[config.mk]
export PLATFORM = sky130hd
export DESIGN_NAME = fc_vector_tx
export DESIGN_NICKNAME = d
export VERILOG_FILES = /design/src/rtl/fc_vector_tx.sv
export SDC_FILE = /design/constraint.sdc
export NUM_CORES = 1
export LEC_CHECK = 0
export BUFFER_PORTS_ARGS = -buffer_cell sky130_fd_sc_hd__buf_2
export CAP_MARGIN = 20
export CORE_ASPECT_RATIO = 1.25
export CORE_MARGIN = 10
export CORE_UTILIZATION = 63
export CTS_CLUSTER_SIZE = 24
export DETAILED_ROUTE_END_ITERATION = 10
export GPL_ROUTABILITY_DRIVEN = 0
export PLACE_DENSITY = 0.81
export SLEW_MARGIN = 20
export SYNTH_ARGS = -nofsm -noshare
export SYNTH_HDL_FRONTEND = slang
export SYNTH_SLANG_ARGS = --single-unit
[constraint.sdc]
create_clock -name clk -period 5.6 [get_ports clk]
set_input_delay 1.12 -clock clk [delete_from_list [all_inputs] [get_ports clk]]
set_output_delay 1.12 -clock clk [all_outputs]
set_load 0.005 [all_outputs]
[src/rtl/fc_vector_tx.sv]
// Ping-pong vector transmitter: host fills one bank while the other streams out over valid/ready.
// Optional macro FC_TX_LAST_EN adds an output_last port flagging the final element of each vector.
module fc_vector_tx #(
  parameter int N = 8,
  parameter int T = 16
) (
  input  logic                 clk,
  input  logic                 reset,
  input  logic                 wr_en,
  input  logic [$clog2(N)-1:0] wr_addr,
  input  logic signed [T-1:0]  wr_data,
  input  logic                 commit,
  output logic                 commit_ready,
  output logic                 output_valid,
  input  logic                 output_ready,
  output logic signed [T-1:0]  output_data,
`ifdef FC_TX_LAST_EN
  output logic                 output_last,
`endif
  output logic                 busy
);

  localparam int AW = $clog2(N);
  localparam logic [AW-1:0] CNT_LAST = AW'(N - 1);

  logic signed [T-1:0] bank_q [2][N];
  logic signed [T-1:0] bank_d [2][N];
  logic [1:0]          bank_full_q, bank_full_d;
  logic                wr_bank_q, wr_bank_d;
  logic                rd_bank_q, rd_bank_d;
  logic [AW-1:0]       cnt_q, cnt_d;

  logic wr_ok;
  logic commit_ok;
  logic handshake;

  assign commit_ready = !bank_full_q[wr_bank_q];
  assign output_valid = bank_full_q[rd_bank_q];
  assign output_data  = output_valid ? bank_q[rd_bank_q][cnt_q] : '0;
  assign busy         = |bank_full_q;
`ifdef FC_TX_LAST_EN
  assign output_last  = output_valid && (cnt_q == CNT_LAST);
`endif

  assign wr_ok     = wr_en && commit_ready && (int'(wr_addr) < N);
  assign commit_ok = commit && commit_ready;
  assign handshake = output_valid && output_ready;

  always_comb begin
    bank_d = bank_q;
    if (wr_ok) begin
      bank_d[wr_bank_q][wr_addr] = wr_data;
    end
  end

  // Commit and final-element handshake always touch different banks, so both may apply.
  always_comb begin
    bank_full_d = bank_full_q;
    wr_bank_d   = wr_bank_q;
    rd_bank_d   = rd_bank_q;
    cnt_d       = cnt_q;
    if (commit_ok) begin
      bank_full_d[wr_bank_q] = 1'b1;
      wr_bank_d              = !wr_bank_q;
    end
    if (handshake) begin
      if (cnt_q == CNT_LAST) begin
        cnt_d                  = '0;
        bank_full_d[rd_bank_q] = 1'b0;
        rd_bank_d              = !rd_bank_q;
      end else begin
        cnt_d = cnt_q + 1'b1;
      end
    end
  end

  always_ff @(posedge clk or posedge reset) begin
    if (reset) begin
      bank_full_q <= '0;
      wr_bank_q   <= 1'b0;
      rd_bank_q   <= 1'b0;
      cnt_q       <= '0;
    end else begin
      bank_full_q <= bank_full_d;
      wr_bank_q   <= wr_bank_d;
      rd_bank_q   <= rd_bank_d;
      cnt_q       <= cnt_d;
    end
  end

  // Bank storage is deliberately left out of reset.
  always_ff @(posedge clk) begin
    bank_q <= bank_d;
  end

endmodule

==> reports/results.ini <==
[power]
p_leak_uw = 0.00380
fin_total_pwr_uw = 5290
power-per-cell-area_nw_per_um2 = 460
ir_worst_vdd_v = 0.000233

[logic_synthesis]
synthArstFlopShare = 0.0266
yosysTopAreaCell = edfxtp_1
synth_area_um2 = 10200
synth_area_per_cell_um2 = 20.8
synthCells = 493
yosysUniqueCellTypes = 34
ys_seq_area_frac = 0.767
synth_seq_cells = 263
synthFlopType = edfxtp_1
yosysTopAreaCellShare = 0.750
postSynthNetCount = 519
yosysWarnings = 0
yosys-top-cells-area = edfxtp_1 75%, mux4_2 10%, mux2i_1 5.0%
synth_edf_count = 256

[floorplanning]
io_pins = 43
rows = 52
start_util = 0.638
die_area_um2 = 21800
chipHeight_um = 163
die_x_um = 134
core_um2 = 16100

[global_routing]
overflow = 0
first_global_vias = 5310
track_usage = 0.201
grt_max_degree = 34
grt_pass1_wl_mm = 32.7
antenna_found_initial = 1

[cells_and_area]
fin_util = 0.716
layout-area-overhead-vs-synth_pct = 12.3
final_common_cell = edfxtp_1
most-common-layout-cells = 256 x edfxtp_1, 51 x mux2i_1, 47 x mux4_2
drive_gt1_frac = 0.279
multi_input_area_um2 = 2230
nFillCells = 963
seqCellArea_um2 = 7870
num-nets-final = 582

[clocking]
cts_hold_buffers = 0
cts_inserted_buffers = 24
cts_tree = yes
clockRootBuffer = clkbuf_16
clock_sinks = 263
htreeDepth = 1
cts_resized = 0
clock_latency_ns = 0.51
cts_setup_buffers = 0
cts.clk_slew.worst_paths_ns = 0.06
clockBufferDepth = 3

[setup_path]
reg2reg_slack_ns = 3.26
cp.buffers_inverters = 2
cp_top_family = flip-flops
path_max_fanout = 33
timing.rr.end = bank_q[157]
critPathKind = reg -> out
crit_chain = buf_4, mux4_2, o211ai_1, o21ai_1, buf_2
worst_setup_path_end_kind = output pin
start_kind = flop
reg2reg_from = wr_bank_q
crit_path_end = output_data[13]
required_ns = 4.48
ff2ff_path_depth = 4
arrival_ns = 3.09
slowest_stage = dfrtp_4
max_stage_delay_ns = 0.83
crit_start = rd_bank_q
cp_num_cells = 5

[sta]
fmax_ghz = 0.237
fin_setup_tns_ns = 0
hold_viol = 0
worstMarginPinSlew_ns = 0.940
rsz0062_at_grt = no
fin_skew_ns = 0.00697
finalCritPeriodShare = 0.752
layout_min_cycle_time_ns = 4.21
finalSetupViolations = 0
hold_ws_ns = 0.531
drv_slew = 0
slew_headroom = 0.374

[placement]
portBuffers = 42
hpwl_mm = 13.1

[drt]
via_per_inst = 6.43
drt_iter0_drc = 560
routed_wl_mm = 21.7
via_count = 5090
wl_per_cell_um = 27.4
route.detailed.drc = 0
ant_nets = 0
firstDrtPassIters = 5

[outcome]
outcome = finished clean

[run]
cap_viol_max_count = 0

[worst_hold_path]
hold_class = in -> async

## final cells by class
class                      count  area share
antenna                        1    0.000217
sequential                   263       0.684
inverter                       3    0.000979
multi-input combinational    201       0.194
clock buffer                  30      0.0560
timing repair buffer          63      0.0320
tap                          216      0.0235
clock inverter                14     0.00968
## state kept, by name (all words and copies together) (netlist names)
name and flops:
bank_q 256, bank_full_q 2, wr_bank_q 1, rd_bank_q 1
cnt_q 3
## layer usage
metal	up-vias	part of all wire	GRT usage
met5	-	0	0
met4	0	0.034	0.0798
met3	52	0.062	0.0324
met2	220	0.52	0.343
met1	2655	0.38	0.255
li1	2163	-	-
## per-stage QoR
step / worst slack, ns / instance area, µm² / cells
CTS: 1.33 / 11500 / 790
floorplan: 2.69 / 10200 / 493
global placement: 1.96 / 10700 / 746
global route: 1.20 / 11500 / 791
detailed placement: 1.91 / 10700 / 746
finish: 1.39 / 11500 / 791
## cell families (layout without fill, tap and decap cells)
| family | count (synthesis) | in the layout | synth area share |
|---|---|---|---|
| AO/OA/AOI/OAI | 55 | 55 | 0.0352 |
| flip-flops | 263 | 263 | 0.767 |
| other | 0 | 1 | 0 |
| buffers and inverters | 29 | 110 | 0.0195 |
| multiplexers | 99 | 99 | 0.154 |
| adder cells (fa/ha/maj) | 2 | 2 | 0.00244 |
| AND/OR/NAND/NOR | 45 | 45 | 0.0216 |
## worst min-delay path by stage
stage	startpoint	to	depth (start not counted)
after floorplan	cnt_q[2]	cnt_q[2]	1
after global placement	cnt_q[2]	cnt_q[2]	1
after detailed placement	cnt_q[2]	cnt_q[2]	1
after CTS	reset	cnt_q[2]	2
after global routing	reset	cnt_q[2]	2
final	reset	rd_bank_q	2
## synthesized netlist by cell type (2+ instances only)
cell type / count
clkbuf_1: 5
mux2i_1: 51
nor2b_1: 2
nor3_1: 5
mux4_2: 47
nand2b_1: 6
a21oi_1: 3
nand3_1: 2
o21ai_1: 10
nand2_1: 8
buf_12: 2
dfrtp_1: 7
buf_1: 2
inv_1: 3
o21ai_0: 9
buf_2: 8
buf_4: 5
edfxtp_1: 256
ha_1: 2
buf_6: 4
o211ai_1: 14
nor2_1: 16
a22oi_1: 15
## worst register-to-register path: cells and delay by family (launching register included)
kind                   cells  cell delay, ns
buffers and inverters      1            0.35
flip-flops                 1            0.47
AND/OR/NAND/NOR            3            1.22
## power by group
part | switching, µW | internal (µW) | leakage, µW
logic | 689 | 646 | 0.00105
registers | 175 | 2200 | 0.00238
clock network | 674 | 905 | 0.000373
(Power assumes the default switching activity.)
